File: src/rtl/shift_feed_ctrl.sv
// Feeds nibbles from a small input FIFO into a 4-stage shift chain.
// It flags each complete word and stalls the chain until the consumer acknowledges the word.
module shift_feed_ctrl #(
  parameter int DATA_W       = 4,
  parameter int FIFO_DEPTH   = 4,
  parameter int WORD_NIBBLES = 4
) (
  input  logic                              clk,
  input  logic                              reset,
  input  logic [DATA_W-1:0]                 in_data,
  input  logic                              in_valid,
  output logic                              in_ready,
  input  logic                              flush,
  output logic [DATA_W-1:0]                 shift_din,
  output logic                              shift_en,
  output logic                              word_valid,
  input  logic                              word_ack,
  output logic [$clog2(WORD_NIBBLES)-1:0]   fill_count,
  output logic [$clog2(FIFO_DEPTH):0]       fifo_count
);

  localparam int AW = $clog2(FIFO_DEPTH);
  localparam int FW = $clog2(WORD_NIBBLES);
  localparam logic [AW:0]   DEPTH_C = (AW+1)'(FIFO_DEPTH);
  localparam logic [FW-1:0] LAST_C  = FW'(WORD_NIBBLES - 1);

  typedef enum logic {FILL, HOLD} state_t;

  state_t            state, state_nxt;
  logic [FW-1:0]     fill, fill_nxt;
  logic [DATA_W-1:0] mem [FIFO_DEPTH];
  logic [AW-1:0]     wptr, rptr;
  logic [AW:0]       cnt;
  logic              empty, full, push, pop;

  assign empty      = (cnt == '0);
  assign full       = (cnt == DEPTH_C);
  assign in_ready   = !full && !reset;
  assign push       = in_valid && in_ready && !flush;
  assign shift_en   = !empty && ((state == FILL) || word_ack) && !flush;
  assign pop        = shift_en;
  assign shift_din  = empty ? '0 : mem[rptr];
  assign word_valid = (state == HOLD);
  assign fill_count = fill;
  assign fifo_count = cnt;

  // Input FIFO storage: data only, no reset.
  always_ff @(posedge clk) begin
    if (push) mem[wptr] <= in_data;
  end

  // FIFO pointers and occupancy; the pointers wrap because the depth is a power of two.
  always_ff @(posedge clk or posedge reset) begin
    if (reset) begin
      wptr <= '0;
      rptr <= '0;
      cnt  <= '0;
    end else if (flush) begin
      wptr <= '0;
      rptr <= '0;
      cnt  <= '0;
    end else begin
      if (push) wptr <= wptr + AW'(1);
      if (pop)  rptr <= rptr + AW'(1);
      cnt <= cnt + {{AW{1'b0}}, push} - {{AW{1'b0}}, pop};
    end
  end

  // Word-assembly state register.
  always_ff @(posedge clk or posedge reset) begin
    if (reset) begin
      state <= FILL;
      fill  <= '0;
    end else begin
      state <= state_nxt;
      fill  <= fill_nxt;
    end
  end

  // An acknowledge in HOLD may shift the first nibble of the next word in the same cycle.
  always_comb begin
    state_nxt = state;
    fill_nxt  = fill;
    case (state)
      FILL: begin
        if (shift_en) begin
          if (fill == LAST_C) begin
            fill_nxt  = '0;
            state_nxt = HOLD;
          end else begin
            fill_nxt = fill + FW'(1);
          end
        end
      end
      HOLD: begin
        if (word_ack) begin
          state_nxt = FILL;
          if (shift_en) fill_nxt = FW'(1);
        end
      end
      default: state_nxt = FILL;
    endcase
    if (flush) begin
      state_nxt = FILL;
      fill_nxt  = '0;
    end
  end

endmodule
File: config.mk
export PLATFORM = sky130hd
export DESIGN_NAME = shift_feed_ctrl
export DESIGN_NICKNAME = d
export VERILOG_FILES = /design/src/rtl/shift_feed_ctrl.sv
export SDC_FILE = /design/constraint.sdc
export NUM_CORES = 1
export LEC_CHECK = 0
export ABC_AREA = 1
export BUFFER_PORTS_ARGS = -buffer_cell sky130_fd_sc_hd__buf_2
export CAP_MARGIN = 20
export CORE_UTILIZATION = 49
export DETAILED_ROUTE_END_ITERATION = 6
export HOLD_SLACK_MARGIN = 0.03
export PLACE_DENSITY = 0.73
export SKIP_CTS_REPAIR_TIMING = 1
export SYNTH_ARGS = -nofsm -noshare
export SYNTH_HDL_FRONTEND = slang
export SYNTH_SLANG_ARGS = --single-unit
File: constraint.sdc
create_clock -name clk -period 1.6 [get_ports clk]
set_input_delay 0.48 -clock clk [delete_from_list [all_inputs] [get_ports clk]]
set_output_delay 0.48 -clock clk [all_outputs]
set_load 0.1 [all_outputs]
Word-level counts from Yosys, hierarchy flattened
Memories as Yosys holds them, arrays and structs flattened.
Cells that the tools add are included.

word-level totals
  memories = 1
  input bits = 9
  bits in registers = 10
  output and inout port bits = 12
  bits in writable memories = 16

memories
  name  words  width  rd ports  clocked after Yosys merged registers in  wr ports  line  text
  mem   4      4      1         0                                        1         31    logic [DATA_W-1:0] mem [FIFO_DEPTH];

operators by class
  reductions and logical operators = 14
  $add $sub $neg = 5
  bitwise gates (word level) = 1
  equal/unequal tests = 5
  multiplexer cells = 19

operators by type and width
  operator                                                count
  2-to-1 mux 2 bit                                        9
  adder 2 x 1 -> 2 bit (second input constant)            3
  2-to-1 mux 1 bit                                        6
  inequality test 3 bit (second input constant)           2
  logical AND 1 bit                                       5
  zero test 1 bit                                         4
  2-to-1 mux 4 bit                                        1
  case mux 2 bit (2 select lines)                         1
  nonzero test 2 bit                                      2
  adder 3 x 1 -> 3 bit                                    1
  == test 3 bit (second input constant)                   1
  zero test 3 bit                                         1
  2-to-1 mux 3 bit                                        1
  inequality test 3 x 2 -> 1 bit (second input constant)  1
  AND reduction 3 bit                                     1
  subtractor 3 x 1 -> 3 bit                               1
  == test 2 bit (second input constant)                   1
  case mux 1 bit (2 select lines)                         1
  logical OR 1 bit                                        1
  inverter 1 bit                                          1

Longest topological paths before layout
Gate-level depths: netlist of run 1.

  word-level depth = 8
  depth in mapped cells = 12
  mapped depth without buffers = 12

Worst setup path after synthesis of run 1
Ideal clock, no wire load.

  path type = register to output
  start point = reg cnt[2], in the netlist fifo_count[2]
  end point = out shift_din[0]
  arrival = 2.814 ns
  setup slack = -1.694 ns
  cell stages (with the launch flop) = 5
  path buffers = 0
  cell sequence = dfrtp_1 -> inv_1 -> nand2_2 -> inv_1 -> a21oi_1

on the way
  cells in the longest elaborated chain, start to end = 2

ends and longest elaborated chain
  element                   line  text
  start: declaration        33    logic [AW:0] cnt;
  start signal: assignment  65    cnt <= cnt + {{AW{1'b0}}, push} - {{AW{1'b0}}, pop};
  zero test 3 bit           36    assign empty = (cnt == '0);
  2-to-1 mux 4 bit          42    assign shift_din = empty ? '0 : mem[rptr];
  end: declaration          14    output logic [DATA_W-1:0] shift_din,

Every way passes these cells.

Worst setup path in the final report of run 1
  start point = reg cnt[1], in the netlist fifo_count[1]
  end point = out shift_din[3]

Same word-level chain as after synthesis.

==> results of run 1 <==
sequential cells by signal, summed over array words and instances, names as in the netlist:
| name | flops |
|---|---|
| fifo_count | 3 |
| fill_count | 2 |
| mem | 16 |
| rptr | 2 |
| word_valid | 1 |
| wptr | 2 |
logic make-up (layout without fill, tap and decap cells):
logic type | after synthesis | in the layout | synth area share [%]
buf+inv | 24 | 72 | 7.52
simple gates | 61 | 61 | 21.2
xor+xnor | 2 | 2 | 1.35
compound gates | 14 | 14 | 6.27
flops | 26 | 26 | 56.3
fa+ha+maj | 7 | 7 | 7.33
path summary, 6_finish.rpt:
check / endpoint / depth (start not counted)
setup / recovery: shift_din[3] / 6
hold / removal: fill_count[0] / 4
max in group asynchronous: fifo_count[1] / 4
min in group clk: mem[3][1] / 1
hold reg to reg: fill_count[1] / 2
setup reg to reg: fifo_count[1] / 11
routing by layer:
| layer | vias up | track usage (%) |
|---|---|---|
| met3 | 6 | 2.59 |
| met2 | 13 | 42.7 |
| li1 | 519 | - |
| met5 | - | 0 |
| met4 | 0 | 10.5 |
| met1 | 527 | 27.5 |
worst max-delay path, delay by kind of cell (launching register included):
kind / cells / cell delay (ps)
AOI/OAI and AO/OA: 1 / 60
buffers and inverters: 3 / 470
DFF: 1 / 510
and+or+nand+nor: 2 / 250
layout make-up:
type / instances / area [µm²]
clock buffer: 3 / 22.5
clock inverter: 1 / 30.0
fill: 150 / 508
inverter: 22 / 104
multi-input combinational: 84 / 557
sequential: 26 / 747
tap: 30 / 37.5
timing repair buffer: 46 / 494
metrics by stage:
stage | std cells | worst slack (ps) | hold WS (ps) | cell area [µm²]
after floorplan | 134 | -467 | 293 | 1390
after global placement | 204 | -216 | 496 | 1860
after detailed placement | 204 | -311 | 505 | 1860
after CTS | 208 | -535 | 305 | 1910
after global routing | 212 | -562 | 311 | 1990
final | 212 | -494 | 318 | 1990
layout by cell type (no fill, tap or decap), types with 5 or more instances in the layout:
master	instances
ha_1	5
nand2_1	18
buf_2	8
o21ai_0	8
a21oi_4	5
buf_6	5
inv_1	13
edfxtp_1	16
nor2_1	26
nand2_2	5
buf_12	12
buf_4	20
dfrtp_1	5
==> impl_metrics.py, run 1 <==
metrics = {
    "outcome": {
        "run_status": "finished, violations left",
        "violations": "negative setup slack",
    },
    "timing": {
        "finalSetupViolations": 15,
        "drv_slew": 0,
        "max_slew_margin_pct": 73.7,
        "hold_viol": 0,
        "final.setup.worst_slack_ps": -494,
        "rsz0062_at_grt": "yes",
        "min_period_ps": 2090,
        "setup_tns_ps": -3490,
        "finalCritPeriodShare_pct": 131,
        "final.setup_skew_ps": 3.93,
        "max_freq_ghz": 0.478,
        "worstMarginPinSlew_ps": 391,
    },
    "layout": {
        "n_antenna_cell": 0,
        "area_growth_pct": 53.5,
        "drive_gt1_share_pct": 45.6,
        "final_util_pct": 79.7,
        "nets": 199,
    },
    "drt": {
        "wl_met2_um": 1660,
        "routedWlPerCell_um": 14.4,
        "viasPerCell": 5.02,
        "wirelength_um": 3040,
        "drc_errors": 0,
        "top_layer_used": "met4",
        "vias": 1065,
        "dr.pass1.iters": 4,
        "drtIter0Drc": 18,
        "met3_length_um": 35,
        "wl_met1_um": 1300,
        "ant_nets": 0,
    },
    "clock_tree": {
        "clk-insertion-delay-late_ps": 320,
        "cts_tree": "done",
        "root_buffer": "clkbuf_4",
        "cts_sinks": 26,
        "clk_pin_slew_ps": 140,
        "cts_max_level": 1,
        "numCtsBuffers": 3,
        "cts_buffer_depth": 2,
    },
    "yosys": {
        "ys.flop_type": "edfxtp_1",
        "synthTopCellsByCount": "nor2_1 (27), nand2_1 (22), inv_1 (18)",
        "synth.top_cell.area_share_pct": 37.0,
        "synth_fp_nets": 150,
        "synthTopCellsByArea": "edfxtp_1 (37%), dfrtp_1 (19%), nor2_1 (7.8%)",
        "synth_area_um2": 1300,
        "synth_most_common_cell": "nor2_1",
        "async_flop_share_pct": 38.5,
        "ys_seq_area_share_pct": 56.3,
        "yosysWarnings": 0,
        "synthDistinctLibCells": 21,
        "synth_seq_cells": 26,
        "synthesis.instances": 134,
        "yosys.area.top_type": "edfxtp_1",
        "synth-edff-count": 16,
        "syn_area_per_cell_um2": 9.68,
    },
    "critical_path": {
        "critical_path_arrival_ps": 1610,
        "crit_start": "fifo_count[1]",
        "crit_fanout": 4,
        "worstSetupPathType": "reg2out",
        "worstPathRequired_ps": 1120,
        "crit_chain": "nor2_4 > nand2_4 > buf_6 > clkinvlp_4 > a21oi_4 > buf_12",
        "r2r_start": "fifo_count[1]",
        "endpoint_kind": "output port",
        "critPathSlowestCell": "dfrtp_4",
        "crit_path_start_kind": "register",
        "max_stage_delay_ps": 510,
        "r2r_setup_slack_ps": -330,
    },
    "floorplanning": {
        "die_h_um": 53.5,
        "start_util_pct": 51.9,
        "die-area_um2": 2860,
        "fp.dieW_um": 53.5,
        "io_pins": 21,
        "core_um2": 2500,
        "num_rows": 18,
    },
    "placement": {
        "dp_hpwl_um": 2350,
        "gp_congestion": 0.789,
        "placement.io_buffers": 20,
    },
    "global_routing": {
        "grt_max_degree": 16,
        "grt_pass1_vias": 1046,
        "grtUsageTotal_pct": 23.6,
        "grt_antenna_before_repair": 0,
        "grt_pass1_wl_um": 4600,
        "grt_overflow_total": 0,
    },
    "hold_path": {
        "hold_class": "in2async",
    },
    "job": {
        "drv_cap": 0,
    },
}
Power of run 1 is not shown: default switching activity piles up to over one toggle a cycle in this logic, so the estimate is an artifact.
==> inputs of run 2 (changes only) <==
Settings changed: CORE_UTILIZATION 49 to 40, PLACE_DENSITY 0.73 to default.
==> run 2 against run 1 <==
Against the previous run:
- the flow still finishes with violations (negative setup slack)
- critical endpoint is now shift_din[1]
- register-to-register slack worse by 50 ps
- non-clock buffer count down 1
- sequential share of layout area down 0.36 points
- clock skew up 3.8 ps
==> impl_metrics.py, run 2 (same netlist as run 1, synthesis figures left out) <==
metrics = {
    "critical_path": {
        "crit_path_start_kind": "register",
        "crit_fanout": 4,
        "r2r_cells": 10,
        "crit_chain": "nor2_4 > nand2_4 > buf_6 > clkinvlp_4 > a21oi_4 > buf_12",
        "critical_path_arrival_ps": 1590,
        "endpoint_kind": "output port",
        "max_stage_delay_ps": 520,
        "worstPathRequired_ps": 1120,
        "critPathSlowestCell": "dfrtp_4",
        "worstSetupPathType": "reg2out",
    },
    "layout": {
        "final_common_cell": "nor2_1",
        "largest_register_ffs": 16,
        "n_antenna_cell": 0,
        "regMostFlops": "mem",
        "fill_cells": 244,
        "final_cell_mix": "nor2_1 (23), nand2_1 (20), buf_4 (17)",
        "area_growth_pct": 55.3,
        "drive_gt1_share_pct": 45.9,
        "nets": 198,
    },
    "clock_tree": {
        "cts_max_level": 1,
        "clk-insertion-delay-late_ps": 320,
        "root_buffer": "clkbuf_4",
        "cts_sinks": 26,
        "cts_tree": "done",
        "numCtsBuffers": 3,
        "clk_pin_slew_ps": 140,
        "cts_buffer_depth": 2,
    },
    "timing": {
        "finalSetupViolations": 23,
        "max_freq_ghz": 0.483,
        "final.setup_skew_ps": 7.74,
        "final.setup.worst_slack_ps": -469,
        "hold_viol": 0,
        "worstMarginPinSlew_ps": 385,
        "finalCritPeriodShare_pct": 129,
        "drv_slew": 0,
        "min_period_ps": 2070,
        "max_slew_margin_pct": 74.1,
        "setup_tns_ps": -4140,
        "rsz0062_at_grt": "yes",
    },
    "global_routing": {
        "grt_max_degree": 16,
        "grt_overflow_total": 0,
        "grtUsageTotal_pct": 17.5,
        "grt_pass1_wl_um": 4430,
        "grt_antenna_before_repair": 0,
        "grt_pass1_vias": 1019,
    },
    "drt": {
        "vias": 1056,
        "drtIter0Drc": 31,
        "wirelength_um": 2900,
        "viasPerCell": 4.69,
        "ant_nets": 0,
        "drc_errors": 0,
        "dr.pass1.iters": 4,
        "routedWlPerCell_um": 12.9,
    },
    "hold_path": {
        "hold_class": "in2async",
    },
    "placement": {
        "placement.io_buffers": 20,
        "gp_congestion": 0.788,
        "dp_hpwl_um": 2170,
    },
    "outcome": {
        "violations": "negative setup slack",
        "run_status": "finished, violations left",
    },
    "floorplanning": {
        "core_um2": 3050,
        "die-area_um2": 3480,
        "fp.dieW_um": 59.0,
        "die_h_um": 59.0,
        "io_pins": 21,
        "num_rows": 20,
        "start_util_pct": 42.5,
    },
    "job": {
        "drv_cap": 0,
    },
}
==> run 2: cell type report <==
cell class | count | area [µm²] | area share, %
Clock buffer | 3 | 22.5 | 1.12
Tap cell | 44 | 55.1 | 2.73
Multi-Input combinational cell | 84 | 557 | 27.6
Clock inverter | 1 | 30.0 | 1.49
Sequential cell | 26 | 748 | 37.1
Timing Repair Buffer | 45 | 498 | 24.7
Inverter | 22 | 104 | 5.16
==> run 2: worst max-delay path: cells and delay by family, from the launching register on <==
| family | cells | cell delay (ps) |
|---|---|---|
| DFF | 1 | 520 |
| buffers and inverters | 3 | 450 |
| and+or+nand+nor | 2 | 230 |
| AOI/OAI and AO/OA | 1 | 50 |
==> run 2: routing by layer <==
metal | share of wire (%) | GRT usage [%]
met2 | 53 | 29.4
met4 | 1.7 | 8.84
met1 | 43 | 22.3
met3 | 1.7 | 2.20
met5 | 0 | 0
==> run 2: final timing paths <==
check / from / end / slack (ps)
max: fifo_count[1] / shift_din[1] / -470
min: reset / fifo_count[0] / 190
max reg2reg: fifo_count[1] / fifo_count[1] / -380
min reg2reg: fill_count[0] / fill_count[0] / 580
max in group asynchronous: reset / word_valid / 1230
min in group clk: in_data[0] / mem[0][0] / 370
==> run 2: stage by stage <==
| stage | instance area, µm² | utilization, % | hold WS, ps | worst slack, ps | std cells |
|---|---|---|---|---|---|
| 2_1_floorplan | 1390 | - | 293 | -467 | 134 |
| 3_3_place_gp | 1870 | 61.2 | 528 | -220 | 217 |
| 3_5_place_dp | 1870 | 61.2 | 548 | -279 | 217 |
| 4_1_cts | 1920 | 62.9 | 186 | -511 | 221 |
| 5_1_grt | 2010 | 66.0 | 199 | -528 | 225 |
| 6_report | 2010 | 66.0 | 194 | -469 | 225 |
Power of run 2 is left out for the same reason.
==> inputs of run 3 (changes only) <==
Settings changed: ABC_AREA 1 to default, ABC_CLOCK_PERIOD_IN_PS from default to 1600, CORE_UTILIZATION 40 to 49, PLACE_DENSITY from default to 0.74.
==> run 3 against run 2 <==
Against the previous run:
- the run still ends with negative setup slack left
- die area down 20%
- clock-buffer cell count grew 1
- setup slack worse by 130 ps
- via count is 13% lower
- sequential share of layout area is 2.7 points higher
- clock skew increased by 3.3 ps
- area after synthesis fell by 2.9%
- design area decreased by 7.3%
- highest routed layer unchanged
==> impl_metrics.py, run 3 <==
metrics = {
    "outcome": {
        "run_status": "finished, violations left",
        "violations": "negative setup slack",
    },
    "yosys": {
        "synthDistinctLibCells": 27,
        "yosysWarnings": 0,
        "synthesis.instances": 95,
        "syn_area_per_cell_um2": 13.3,
        "synth_seq_cells": 26,
        "synthTopCellsByCount": "edfxtp_1 (16), dfrtp_1 (10), and2_1 (9)",
        "synth_most_common_cell": "edfxtp_1",
        "ys_seq_area_share_pct": 58.0,
        "synth_fp_nets": 111,
        "synth-edff-count": 16,
        "ys.flop_type": "edfxtp_1",
        "async_flop_share_pct": 38.5,
        "yosys.area.top_type": "edfxtp_1",
        "synth_area_um2": 1260,
        "synth.top_cell.area_share_pct": 38.1,
        "synthTopCellsByArea": "edfxtp_1 (38%), dfrtp_1 (20%), mux4_2 (7.1%)",
    },
    "floorplanning": {
        "die-area_um2": 2780,
        "start_util_pct": 51.3,
        "io_pins": 21,
        "num_rows": 18,
        "core_um2": 2450,
        "die_h_um": 52.7,
        "fp.dieW_um": 52.7,
    },
    "pwr": {
        "clockPowerShare_pct": 8.4,
        "power.leakage_nw": 0.760,
        "power_density_nw_per_um2": 2010,
        "power.internal_mw": 2.01,
        "p_sw_mw": 1.74,
        "peakVddDrop_mv": 1.68,
        "p_comb_share_pct": 66.5,
        "seqPwrFrac_pct": 25.1,
        "swShare_pct": 46.4,
        "fin_total_pwr_mw": 3.75,
    },
    "job": {
        "drv_cap": 0,
    },
    "layout": {
        "largest_register_ffs": 16,
        "drive_gt1_share_pct": 55.0,
        "nets": 157,
        "final_cell_mix": "buf_4 (18), edfxtp_1 (16), buf_12 (9)",
        "regMostFlops": "mem",
        "n_antenna_cell": 0,
        "final_common_cell": "buf_4",
        "fill_cells": 138,
        "area_growth_pct": 48.3,
        "final_cells": 170,
    },
    "drt": {
        "wirelength_um": 2540,
        "dr.pass1.iters": 4,
        "drc_errors": 0,
        "ant_nets": 0,
        "routedWlPerCell_um": 15.0,
        "vias": 922,
        "viasPerCell": 5.42,
        "drtIter0Drc": 12,
    },
    "placement": {
        "place_ws_ps": -575,
        "dp.cells": 161,
        "gp_congestion": 0.850,
        "placement.io_buffers": 20,
        "dp_hpwl_um": 1850,
    },
    "critical_path": {
        "worstSetupPathType": "reg2out",
        "crit_fanout": 7,
        "endpoint_kind": "output port",
        "r2r_setup_slack_ps": -520,
        "critical_path_arrival_ps": 1720,
        "crit_path_start_kind": "register",
        "worstPathRequired_ps": 1120,
    },
    "timing": {
        "final.setup.worst_slack_ps": -602,
        "min_period_ps": 2200,
        "max_slew_margin_pct": 73.1,
        "worstMarginPinSlew_ps": 404,
        "final.setup_skew_ps": 11.0,
        "setup_tns_ps": -4790,
        "finalSetupViolations": 17,
        "finalCritPeriodShare_pct": 138,
        "hold_viol": 0,
        "drv_slew": 0,
        "rsz0062_at_grt": "yes",
        "holdWs_ps": 179,
        "max_freq_ghz": 0.454,
    },
    "global_routing": {
        "grt_pass1_vias": 833,
        "grt_max_degree": 15,
        "grtUsageTotal_pct": 18.4,
        "grt_antenna_before_repair": 0,
        "grt_overflow_total": 0,
        "grt_pass1_wl_um": 3530,
    },
    "clock_tree": {
        "cts_tree": "done",
        "cts_sinks": 26,
        "cts_buffer_depth": 2,
        "numCtsBuffers": 3,
        "clk_pin_slew_ps": 130,
        "root_buffer": "clkbuf_4",
        "cts_max_level": 1,
        "clk-insertion-delay-late_ps": 310,
    },
    "hold_path": {
        "hold_class": "in2async",
    },
}
-- run 3: cell count changes after synthesis, sizes merged, moves of 4 or more --
cell and change:
nor2 -23, nand2 -25, inv -17, o21ai -4
nor2b +4, mux4 +4, nor3 +4, and2 +9
-- run 3: kinds of logic (layout without fill, tap and decap cells) --
| family | after synthesis | count (layout) | synth area share, % |
|---|---|---|---|
| flip-flops | 26 | 26 | 58.0 |
| AO/OA/AOI/OAI | 14 | 14 | 6.35 |
| adder cells (fa/ha/maj) | 7 | 7 | 7.55 |
| buffers and inverters | 8 | 53 | 3.08 |
| AND/OR/NAND/NOR | 34 | 34 | 16.3 |
| XOR/XNOR | 1 | 1 | 0.695 |
| multiplexers | 5 | 5 | 8.04 |
-- run 3: per-layer routing --
layer  up-vias  GRT usage [%]  part of all wire [%]
li1        437              -                     -
met1       457           22.0                    43
met2        21           32.1                    51
met5         -              0                     0
met3         7           4.64                   4.1
met4         0           5.70                   1.6
-- run 3: metrics by stage --
| stage | util (%) | instance area, µm² |
|---|---|---|
| 6_report | 76.1 | 1870 |
| 5_1_grt | 76.1 | 1870 |
| 4_1_cts | 68.8 | 1690 |
| 3_5_place_dp | 67.3 | 1650 |
| 3_3_place_gp | 67.3 | 1650 |
| 2_1_floorplan | - | 1320 |
-- run 3: cell type report --
| cell class | count | area (µm²) | area share (%) |
|---|---|---|---|
| Timing Repair Buffer | 44 | 453 | 24.2 |
| Inverter | 5 | 18.8 | 1.00 |
| Multi-Input combinational cell | 61 | 578 | 30.9 |
| Tap cell | 30 | 37.5 | 2.01 |
| Clock buffer | 4 | 36.3 | 1.94 |
| Sequential cell | 26 | 744 | 39.9 |
-- run 3: power groups by stage --
stage	Sequential, mW	Combinational (mW)	Clock (mW)
after floorplan	1.28	1.15	0
after global placement	0.932	2.03	0
after detailed placement	0.941	2.07	0
after CTS	0.926	2.07	0.322
after global routing	0.954	2.61	0.351
final	0.941	2.50	0.316
-- run 3: path summary, 6_finish.rpt --
check / cells past startpoint / startpoint / endpoint
hold / removal: 2 / reset / fifo_count[2]
min in group clk: 1 / in_data[0] / mem[0][0]
max in group asynchronous: 2 / reset / fifo_count[1]
setup / recovery: 4 / fifo_count[2] / shift_din[1]
hold reg to reg: 2 / fill_count[1] / fill_count[1]
setup reg to reg: 9 / fifo_count[0] / fifo_count[2]
-- run 3: critical path: stages, from the launching register on --
cell	delay, ps
dfrtp_4	530
or3_4	410
buf_6	150
and2_4	160
buf_12	160
Note: power is estimated with default switching activity, not from simulation.
